## src/rtl/qerv_rf_arbiter_pkg.sv

```systemverilog
// Shared types for the RF RAM arbiter: FSM state encoding and its width.
package qerv_rf_arb_pkg;

   localparam int unsigned ArbStateW = 3;

   typedef enum logic [ArbStateW-1:0] {
      StIdle,
      StCore,
      StDbg,
      StRsp,
      StAck
   } arb_state_e;

endpackage

```

## src/rtl/qerv_rf_arbiter_if.sv

```systemverilog
// Debug register peek/poke port of the RF arbiter: held request, one-cycle ack.
interface qerv_rf_arbiter_if #(
   parameter int unsigned RF_WIDTH = 2,
   parameter int unsigned RF_L2D   = 8
);
   logic                req;
   logic                we;
   logic [RF_L2D-1:0]   addr;
   logic [RF_WIDTH-1:0] wdata;
   logic                ack;
   logic [RF_WIDTH-1:0] rdata;

   modport master (
      output req, we, addr, wdata,
      input  ack, rdata
   );

   modport slave (
      input  req, we, addr, wdata,
      output ack, rdata
   );
endinterface

```

## src/rtl/qerv_rf_arbiter.sv

```systemverilog
// RF RAM port arbiter: core windows pass through, single-word debug accesses slot in between.
// Define QERV_RF_ARB_STATS_EN to add debug-ack and core-hold statistics counters.
module qerv_rf_arbiter
   import qerv_rf_arb_pkg::*;
#(
   parameter int unsigned RF_WIDTH     = 2,
   parameter int unsigned RF_L2D       = 8,
   parameter int unsigned DBG_MAX_WAIT = 16
) (
   input  logic                clk,
   input  logic                i_rst_n,
   input  logic                i_core_rreq,
   input  logic                i_core_wreq,
   output logic                o_core_rreq,
   output logic                o_core_wreq,
   input  logic                i_ifc_ready,
   input  logic [RF_L2D-1:0]   i_ifc_waddr,
   input  logic [RF_WIDTH-1:0] i_ifc_wdata,
   input  logic                i_ifc_wen,
   input  logic [RF_L2D-1:0]   i_ifc_raddr,
   input  logic                i_ifc_ren,
   output logic [RF_L2D-1:0]   o_ram_waddr,
   output logic [RF_WIDTH-1:0] o_ram_wdata,
   output logic                o_ram_wen,
   output logic [RF_L2D-1:0]   o_ram_raddr,
   output logic                o_ram_ren,
   input  logic [RF_WIDTH-1:0] i_ram_rdata,
   qerv_rf_arbiter_if.slave    dbg
`ifdef QERV_RF_ARB_STATS_EN
   ,
   output logic [15:0]         o_stat_dbg_cnt,
   output logic [15:0]         o_stat_hold_cnt
`endif
);

   localparam int unsigned CntW = $clog2(DBG_MAX_WAIT + 1);
   localparam logic [CntW-1:0] WaitMax = CntW'(DBG_MAX_WAIT);

   arb_state_e          state_q, state_d;
   logic [CntW-1:0]     wait_q, wait_d;
   logic                pend_r_q, pend_r_d;
   logic                pend_w_q, pend_w_d;
   logic                rdy_seen_q, rdy_seen_d;
   logic                cmd_we_q, cmd_we_d;
   logic [RF_L2D-1:0]   cmd_addr_q, cmd_addr_d;
   logic [RF_WIDTH-1:0] cmd_wdata_q, cmd_wdata_d;
   logic [RF_WIDTH-1:0] rdata_q, rdata_d;

   logic req_r, req_w, dbg_phase, hold, ack;

   assign req_r     = i_core_rreq | pend_r_q;
   assign req_w     = i_core_wreq | pend_w_q;
   assign dbg_phase = (state_q == StDbg) || (state_q == StRsp) || (state_q == StAck);
   // Aged debug request: core may not start a new window until debug is served.
   assign hold      = (wait_q == WaitMax) && dbg.req;

   always_comb begin
      state_d     = state_q;
      wait_d      = wait_q;
      pend_r_d    = pend_r_q | i_core_rreq;
      pend_w_d    = pend_w_q | i_core_wreq;
      rdy_seen_d  = rdy_seen_q;
      cmd_we_d    = cmd_we_q;
      cmd_addr_d  = cmd_addr_q;
      cmd_wdata_d = cmd_wdata_q;
      rdata_d     = rdata_q;
      o_core_rreq = 1'b0;
      o_core_wreq = 1'b0;
      o_ram_waddr = '0;
      o_ram_wdata = '0;
      o_ram_wen   = 1'b0;
      o_ram_raddr = '0;
      o_ram_ren   = 1'b0;
      ack         = 1'b0;

      if (dbg.req && !dbg_phase && (wait_q != WaitMax)) begin
         wait_d = wait_q + 1'b1;
      end

      unique case (state_q)
         StIdle: begin
            if ((req_r || req_w) && !hold) begin
               // Gated by reset so the combinational forward path is quiet in reset.
               o_core_rreq = req_r & i_rst_n;
               o_core_wreq = req_w & i_rst_n;
               pend_r_d    = 1'b0;
               pend_w_d    = 1'b0;
               rdy_seen_d  = 1'b0;
               state_d     = StCore;
            end else if (dbg.req) begin
               cmd_we_d    = dbg.we;
               cmd_addr_d  = dbg.addr;
               cmd_wdata_d = dbg.wdata;
               state_d     = StDbg;
            end
         end
         StCore: begin
            o_ram_waddr = i_ifc_waddr;
            o_ram_wdata = i_ifc_wdata;
            o_ram_wen   = i_ifc_wen;
            o_ram_raddr = i_ifc_raddr;
            o_ram_ren   = i_ifc_ren;
            if (i_ifc_ready) begin
               rdy_seen_d = 1'b1;
            end
            if ((rdy_seen_q || i_ifc_ready) && !i_ifc_ren && !i_ifc_wen) begin
               state_d = StIdle;
            end
         end
         StDbg: begin
            o_ram_waddr = cmd_addr_q;
            o_ram_wdata = cmd_wdata_q;
            o_ram_raddr = cmd_addr_q;
            if (cmd_we_q) begin
               o_ram_wen = 1'b1;
               state_d   = StAck;
            end else begin
               o_ram_ren = 1'b1;
               state_d   = StRsp;
            end
         end
         StRsp: begin
            rdata_d = i_ram_rdata;
            state_d = StAck;
         end
         StAck: begin
            ack     = 1'b1;
            wait_d  = '0;
            state_d = StIdle;
         end
         default: state_d = StIdle;
      endcase
   end

   always_ff @(posedge clk or negedge i_rst_n) begin
      if (!i_rst_n) begin
         state_q     <= StIdle;
         wait_q      <= '0;
         pend_r_q    <= 1'b0;
         pend_w_q    <= 1'b0;
         rdy_seen_q  <= 1'b0;
         cmd_we_q    <= 1'b0;
         cmd_addr_q  <= '0;
         cmd_wdata_q <= '0;
         rdata_q     <= '0;
      end else begin
         state_q     <= state_d;
         wait_q      <= wait_d;
         pend_r_q    <= pend_r_d;
         pend_w_q    <= pend_w_d;
         rdy_seen_q  <= rdy_seen_d;
         cmd_we_q    <= cmd_we_d;
         cmd_addr_q  <= cmd_addr_d;
         cmd_wdata_q <= cmd_wdata_d;
         rdata_q     <= rdata_d;
      end
   end

   assign dbg.ack   = ack;
   assign dbg.rdata = rdata_q;

`ifdef QERV_RF_ARB_STATS_EN
   logic [15:0] stat_dbg_q, stat_dbg_d;
   logic [15:0] stat_hold_q, stat_hold_d;
   logic        core_held;

   assign core_held = (state_q == StIdle) && hold && (req_r || req_w);

   always_comb begin
      stat_dbg_d  = stat_dbg_q + 16'(ack);
      stat_hold_d = stat_hold_q;
      if (core_held && (stat_hold_q != 16'hffff)) begin
         stat_hold_d = stat_hold_q + 16'd1;
      end
   end

   always_ff @(posedge clk or negedge i_rst_n) begin
      if (!i_rst_n) begin
         stat_dbg_q  <= '0;
         stat_hold_q <= '0;
      end else begin
         stat_dbg_q  <= stat_dbg_d;
         stat_hold_q <= stat_hold_d;
      end
   end

   assign o_stat_dbg_cnt  = stat_dbg_q;
   assign o_stat_hold_cnt = stat_hold_q;
`endif

`ifndef SYNTHESIS
   // The interface must only drive the RAM inside a granted core window.
   ifc_en_outside_core: assert property (@(posedge clk) disable iff (!i_rst_n)
      (state_q != StCore) |-> !(i_ifc_ren || i_ifc_wen));
`endif

endmodule

```

## src/flat_wrapper.sv

```systemverilog
// flat-port wrapper written by rule: the top's interface ports become plain ports
module qerv_rf_arbiter_flat import qerv_rf_arb_pkg::*;
#(
   parameter int unsigned RF_WIDTH     = 2,
   parameter int unsigned RF_L2D       = 8,
   parameter int unsigned DBG_MAX_WAIT = 16
)
  (clk, i_rst_n, i_core_rreq, i_core_wreq, o_core_rreq, o_core_wreq, i_ifc_ready, i_ifc_waddr, i_ifc_wdata, i_ifc_wen, i_ifc_raddr, i_ifc_ren, o_ram_waddr, o_ram_wdata, o_ram_wen, o_ram_raddr, o_ram_ren, i_ram_rdata, dbg_req, dbg_we, dbg_addr, dbg_wdata, dbg_ack, dbg_rdata);
  qerv_rf_arbiter_if #(.RF_WIDTH(RF_WIDTH), .RF_L2D(RF_L2D)) dbg_i ();
  input  logic clk;
  input  logic i_rst_n;
  input  logic i_core_rreq;
  input  logic i_core_wreq;
  output logic o_core_rreq;
  output logic o_core_wreq;
  input  logic i_ifc_ready;
  input  logic [RF_L2D-1:0] i_ifc_waddr;
  input  logic [RF_WIDTH-1:0] i_ifc_wdata;
  input  logic i_ifc_wen;
  input  logic [RF_L2D-1:0] i_ifc_raddr;
  input  logic i_ifc_ren;
  output logic [RF_L2D-1:0] o_ram_waddr;
  output logic [RF_WIDTH-1:0] o_ram_wdata;
  output logic o_ram_wen;
  output logic [RF_L2D-1:0] o_ram_raddr;
  output logic o_ram_ren;
  input  logic [RF_WIDTH-1:0] i_ram_rdata;
  input wire logic [$bits(dbg_i.req)-1:0] dbg_req;
  input wire logic [$bits(dbg_i.we)-1:0] dbg_we;
  input wire logic [$bits(dbg_i.addr)-1:0] dbg_addr;
  input wire logic [$bits(dbg_i.wdata)-1:0] dbg_wdata;
  output wire logic [$bits(dbg_i.ack)-1:0] dbg_ack;
  output wire logic [$bits(dbg_i.rdata)-1:0] dbg_rdata;
  assign dbg_i.req = dbg_req;
  assign dbg_i.we = dbg_we;
  assign dbg_i.addr = dbg_addr;
  assign dbg_i.wdata = dbg_wdata;
  assign dbg_ack = dbg_i.ack;
  assign dbg_rdata = dbg_i.rdata;
  qerv_rf_arbiter #(.RF_WIDTH(RF_WIDTH), .RF_L2D(RF_L2D), .DBG_MAX_WAIT(DBG_MAX_WAIT)) u_core (.clk(clk), .i_rst_n(i_rst_n), .i_core_rreq(i_core_rreq), .i_core_wreq(i_core_wreq), .o_core_rreq(o_core_rreq), .o_core_wreq(o_core_wreq), .i_ifc_ready(i_ifc_ready), .i_ifc_waddr(i_ifc_waddr), .i_ifc_wdata(i_ifc_wdata), .i_ifc_wen(i_ifc_wen), .i_ifc_raddr(i_ifc_raddr), .i_ifc_ren(i_ifc_ren), .o_ram_waddr(o_ram_waddr), .o_ram_wdata(o_ram_wdata), .o_ram_wen(o_ram_wen), .o_ram_raddr(o_ram_raddr), .o_ram_ren(o_ram_ren), .i_ram_rdata(i_ram_rdata), .dbg(dbg_i));
endmodule
```

## config.mk

```make
export PLATFORM = sky130hd
export DESIGN_NAME = qerv_rf_arbiter_flat
export DESIGN_NICKNAME = d
export VERILOG_FILES = /design/src/rtl/qerv_rf_arbiter_pkg.sv /design/src/rtl/qerv_rf_arbiter_if.sv /design/src/rtl/qerv_rf_arbiter.sv /design/src/flat_wrapper.sv
export SDC_FILE = /design/constraint.sdc
export NUM_CORES = 1
export LEC_CHECK = 0
export CELL_PAD_IN_SITES_DETAIL_PLACEMENT = 1
export CELL_PAD_IN_SITES_GLOBAL_PLACEMENT = 1
export CORE_ASPECT_RATIO = 0.8
export CORE_MARGIN = 2
export CORE_UTILIZATION = 45
export DETAILED_ROUTE_END_ITERATION = 12
export DONT_BUFFER_PORTS = 1
export HOLD_SLACK_MARGIN = 0.02
export PLACE_DENSITY_LB_ADDON = 0.1
export SLEW_MARGIN = 5
export SYNTH_ARGS = -nofsm -noshare
export SYNTH_HDL_FRONTEND = slang
export SYNTH_SLANG_ARGS = --single-unit
```

## constraint.sdc

```tcl
create_clock -name clk -period 2.2 [get_ports clk]
set_input_delay 0.22 -clock clk [delete_from_list [all_inputs] [get_ports clk]]
set_output_delay 0.22 -clock clk [all_outputs]
set_load 0.01 [all_outputs]
```

# == After elaboration in Yosys (flattened, before gate mapping) ==
# Index checks and enable logic that the tools add are counted.
# totals
latchBits,0
ramBits,0
memories,0
rom_bits,0
inputBits,39
output_inout_bits,25
reg_bits,24
word_cells,71
# op_classes
div,0
n_lt_le_gt_ge,0
addsub,1
mul,0
n_mux,26
reduce_logical,20
shifts,0
bitwise_logic,5
n_eq_ne,10
# op_table
op,n
$pmux W8 S2,2
$mux W1,13
$mux W3,4
$pmux W3 S4,1
$mux W5,2
$eq A3 B2 Y1 const B,2
$logic_and A1 B1 Y1,6
$pmux W1 S2,3
$reduce_and A3 Y1,2
$add A5 B1 Y5 const B,1
$eq A5 B5 Y1 const B,1
$ne A5 B5 Y1 const B,1
$logic_not A1 Y1,4
$logic_or A1 B1 Y1,4
$ne A2 B1 Y1 const B,2
$pmux W2 S2,1
$reduce_bool A2 Y1,2
$eq A3 B1 Y1 const B,1
$eq A3 B3 Y1 const B,1
$logic_not A3 Y1,1
$ne A3 B2 Y1 const B,1
$and A1 B1 Y1,2
$ne A2 B2 Y1 const B,1
$or A1 B1 Y1,2
other kinds (2),2

# == Depth between registers and ports, before layout ==
# logic_depth
word_depth,8
mapped_depth,6
mapped_depth_nobuf,5

# == Least setup slack after synthesis ==
# OpenSTA, ideal clock, no wires.
# synth_path
path_kind,flip-flop to output port
start,reg u_core.wait_q[0]
end,out o_core_rreq
path_stages_with_launch,6
slack_ps,526
arrival_ps,1454
t_required_ps,1980
path_buffers,0
cell_sequence,dfrtp_1 > inv_1 > ha_1 > and4bb_4 > a21boi_0 > and3b_1
# synth_via
elab_chain_len,6
# synth_lines
item,line_no,source
"start, declared",qerv_rf_arbiter.sv:40,"logic [CntW-1:0] wait_q, wait_d;"
"start signal, assigned",qerv_rf_arbiter.sv:148,wait_q <= wait_d;
$eq A5 B5 Y1,qerv_rf_arbiter.sv:55,assign hold = (wait_q == WaitMax) && dbg.req;
$logic_and A1 B1 Y1,qerv_rf_arbiter.sv:55,
$logic_not A1 Y1,qerv_rf_arbiter.sv:82,if ((req_r || req_w) && !hold) begin
$logic_and A1 B1 Y1,qerv_rf_arbiter.sv:82,
$mux W1,qerv_rf_arbiter.sv:82,
$mux W1,qerv_rf_arbiter.sv:80,unique case (state_q)
"end, declared",flat_wrapper.sv:14,output logic o_core_rreq;
# No other way between the ends.

# == Worst setup path after layout ==
# Same ends and word-level chain as after synthesis.

==> metrics.yaml <==
clock_network:
  htree_levels: 1
  cts_root_buffer: "clkbuf_8"
  numCtsBuffers: 3
  post-cts-setup-buffer-count: 0
  clock_path_buffers: 2
  clk_pin_slew_worst_paths_ps: 80
  clk_latency_ps: 260
  clock_sinks: 24
  cts_tree: "yes"
worst_setup_path:
  rrSetupSlack_ps: 400
  worstReg2RegStart: "u_core.wait_q[0]"
  crit_path_end_kind: "output pin"
  worstSetupStartpointType: "register"
  reg2regPathDepth: 6
  cp.required_ps: 1980
  crit_start: "u_core.wait_q[0]"
  r2r_end: "u_core.cmd_addr_q[2]"
  cp_max_fo: 7
  worstPathBufferInverterCount: 1
  crit_family: "simple AND/OR/NAND/NOR gates"
  worstPathArrival_ps: 1830
  path_class: "reg -> out"
  max_stage_delay_ps: 420
  crit_slowest_cell: "dfrtp_1"
  path_cells: "inv_1, ha_1, and4bb_4, a21boi_1, and3b_1"
sta:
  finalWorstSetupSlack_ps: 148
  max_freq_mhz: 487
  worstMarginPinSlew_ps: 616
  slew_headroom_pct: 58.9
  worst_clock_skew_ps: 2.96
  drv_slew: 0
  setup_viol: 0
  fin_crit_ps: 2050
  hold_viol_final: 0
  fin_crit_sh_pct: 93.3
  fin_setup_tns_ps: 0
  grt_setup_unrepaired: "no"
logic_synthesis:
  synthAdderAreaFrac_pct: 1.80
  ys_ff_latch: 24
  synth-xor-area-share_pct: 0
  synthSimpleGateAreaFrac_pct: 21.7
  syn_avg_cell_area_sq_um: 9.53
  synthCells: 146
  synth.distinct_cells: 33
  synth_fp_nets: 187
  syn_area_sq_um: 1390
  yosysSeqAreaShare_pct: 43.2
  synth_top_family_by_area: "simple AND/OR/NAND/NOR gates"
  synth_compound_area_share_pct: 13.7
  synth.area.mux_share_pct: 15.1
  yosys_warnings: 0
die:
  core_area_sq_um: 3020
  die_w_um: 66.2
  pin_count: 64
  die_area_sq_um: 3560
  start_util_pct: 46.1
  rows: 18
  die_h_um: 53.7
route:
  drt_iter0_drc: 51
  vias: 1080
  routedWlPerCell_um: 17.5
  drtAntennaViolNets: 0
  viasPerCell: 5.74
  routed_wl_um: 3300
  firstDrtPassIters: 4
  drc: 0
global_route:
  grt_pass1_wl_um: 5020
  grt.overflow.total: 0
  grt_max_degree: 25
  grt_usage_pct: 19.2
  antenna_found_initial: 0
  grt_pass1_vias: 1039
run_status:
  status: "complete, no violations"
placement:
  dp_slack_ps: 271
  io_buffers: 0
  dp_hpwl_um: 2590
  place.gp.congestion: 0.655
  place_area_sq_um: 1430
min_path:
  whs_endpoint: "u_core.cmd_addr_q[4]"
  min_path_type: "in -> reg"
  hold_depth: 1
  hold_path_startpoint: "dbg_addr[4]"
power_and_ir_drop:
  leakage_uw: 0.000732
  finalPower_uw: 1890
  power_density_nw_per_um2: 1250
  ir_drop_uv: 553
finish:
  utilization_pct: 50.2
  fill_cells: 350
  drive_gt1_share_pct: 17.6
  nets: 190
  diodes: 0
  final_area_sq_um: 1520
  synthToLayoutAreaGrowth_pct: 8.90
job:
  maxCapViolCount: 0
how the worst max path moves through the flow:
stage / endpoint / depth (start not counted)
2_1_floorplan: o_core_rreq / 5
3_3_place_gp: o_core_rreq / 5
3_5_place_dp: o_core_wreq / 5
4_1_cts: o_core_rreq / 5
5_1_grt: o_core_rreq / 5
6_report: o_core_rreq / 5
worst reg2reg max path, cell delays in order (launching register included):
cell      delay (ps)
dfrtp_1          420
inv_1             70
ha_1             190
and4bb_4         230
o211ai_2         160
buf_4            260
mux2_2           360
synth_stat cells:
| master | instances | area (sq um) |
|---|---|---|
| nand2b_1 | 3 | 18.8 |
| mux2_4 | 9 | 135 |
| inv_1 | 6 | 22.5 |
| nor4b_1 | 1 | 8.76 |
| nor3b_1 | 2 | 15.0 |
| ha_1 | 2 | 25.0 |
| and3b_1 | 2 | 17.5 |
| buf_1 | 1 | 3.75 |
| mux2_2 | 4 | 45.0 |
| or3b_2 | 1 | 8.76 |
| a21oi_1 | 18 | 90.1 |
| a21boi_0 | 1 | 7.51 |
| a221o_1 | 1 | 10.0 |
| nand2_1 | 32 | 120 |
| o31ai_1 | 2 | 15.0 |
| buf_6 | 1 | 11.3 |
| or4b_1 | 1 | 10.0 |
| nor4_1 | 2 | 12.5 |
| o211ai_2 | 1 | 12.5 |
| o21ai_0 | 2 | 10.0 |
| nor2_1 | 8 | 30.0 |
| and4bb_4 | 1 | 16.3 |
| nor2b_1 | 3 | 18.8 |
| nor3_1 | 1 | 5.00 |
| mux2i_1 | 3 | 30.0 |
| o21a_1 | 1 | 7.51 |
| dfrtp_1 | 24 | 601 |
| nor4_2 | 1 | 12.5 |
| clkbuf_1 | 3 | 11.3 |
| a22oi_1 | 4 | 30.0 |
| a21o_1 | 1 | 7.51 |
| buf_2 | 3 | 15.0 |
| or4_1 | 1 | 7.51 |
cell families (layout without fill, tap and decap cells):
group | after synthesis | count (layout)
buf+inv | 14 | 16
mux | 16 | 16
simple gates | 59 | 59
flops | 24 | 24
fa+ha+maj | 2 | 2
compound gates | 31 | 31
repair_timing:
action / 4_1_cts / 5_1_grt
setup endpoints to repair: 2 / 0
hold buffers: 2 / 0
hold endpoints to repair: 24 / 0
gates resized for setup: 1 / 0
metal layers:
metal  track usage, %  wire (um)  part of all wire (%)  vias up
met5                0          0                     0        -
met4             4.08         22                  0.67        0
met3             6.28        231                   7.0        4
met2             32.7       1610                    49       41
met1             24.1       1440                    44      528
li1                 -          -                     -      507
cell usage in the layout (no fill, tap or decap):
cell type,instances
dlygate4sd3_1,1
and4bb_4,1
and3b_1,2
nor2b_1,3
buf_12,1
o31ai_1,2
a21o_1,1
o211ai_2,1
or4b_1,1
nor4_2,1
nand2b_1,3
o21a_1,1
a22oi_1,4
or4_1,1
a21boi_1,1
nor4_1,2
mux2_4,9
nor3_1,1
mux2i_1,3
nand2_1,32
nor2_1,8
a21oi_1,18
or3b_2,1
clkbuf_8,4
nor3b_1,2
dfrtp_1,24
nor4b_1,1
ha_1,2
a221o_1,1
buf_4,4
mux2_2,4
inv_1,6
o21ai_0,2
where the power goes:
part           switching (uW)  internal (uW)
logic                     407            371
registers                 170            643
clock network             136            160
total                     713           1170
layout make-up:
type                            instances  area (sq um)  area share (%)
Inverter                                6          22.5            1.49
Sequential cell                        24           601            39.6
Clock buffer                            4          55.1            3.63
Multi-Input combinational cell        108           727            48.0
Timing Repair Buffer                    6          60.1            3.96
Tap cell                               40          50.0            3.30
registers in the layout, indices dropped and copies added, names as in the netlist:
register / flops
u_core.cmd_addr_q: 8
u_core.wait_q: 5
u_core.state_q: 3
u_core.cmd_wdata_q: 2
u_core.dbg.rdata: 2
u_core.cmd_we_q: 1
u_core.pend_r_q: 1
u_core.pend_w_q: 1
u_core.rdy_seen_q: 1
stage by stage:
step | cells | hold WS (ps)
6_report | 188 | 95.7
5_1_grt | 188 | 77.7
4_1_cts | 188 | 87.1
3_5_place_dp | 182 | -74.9
3_3_place_gp | 182 | -74.9
2_1_floorplan | 146 | -75.6
Power figures use the tool's default switching activity.
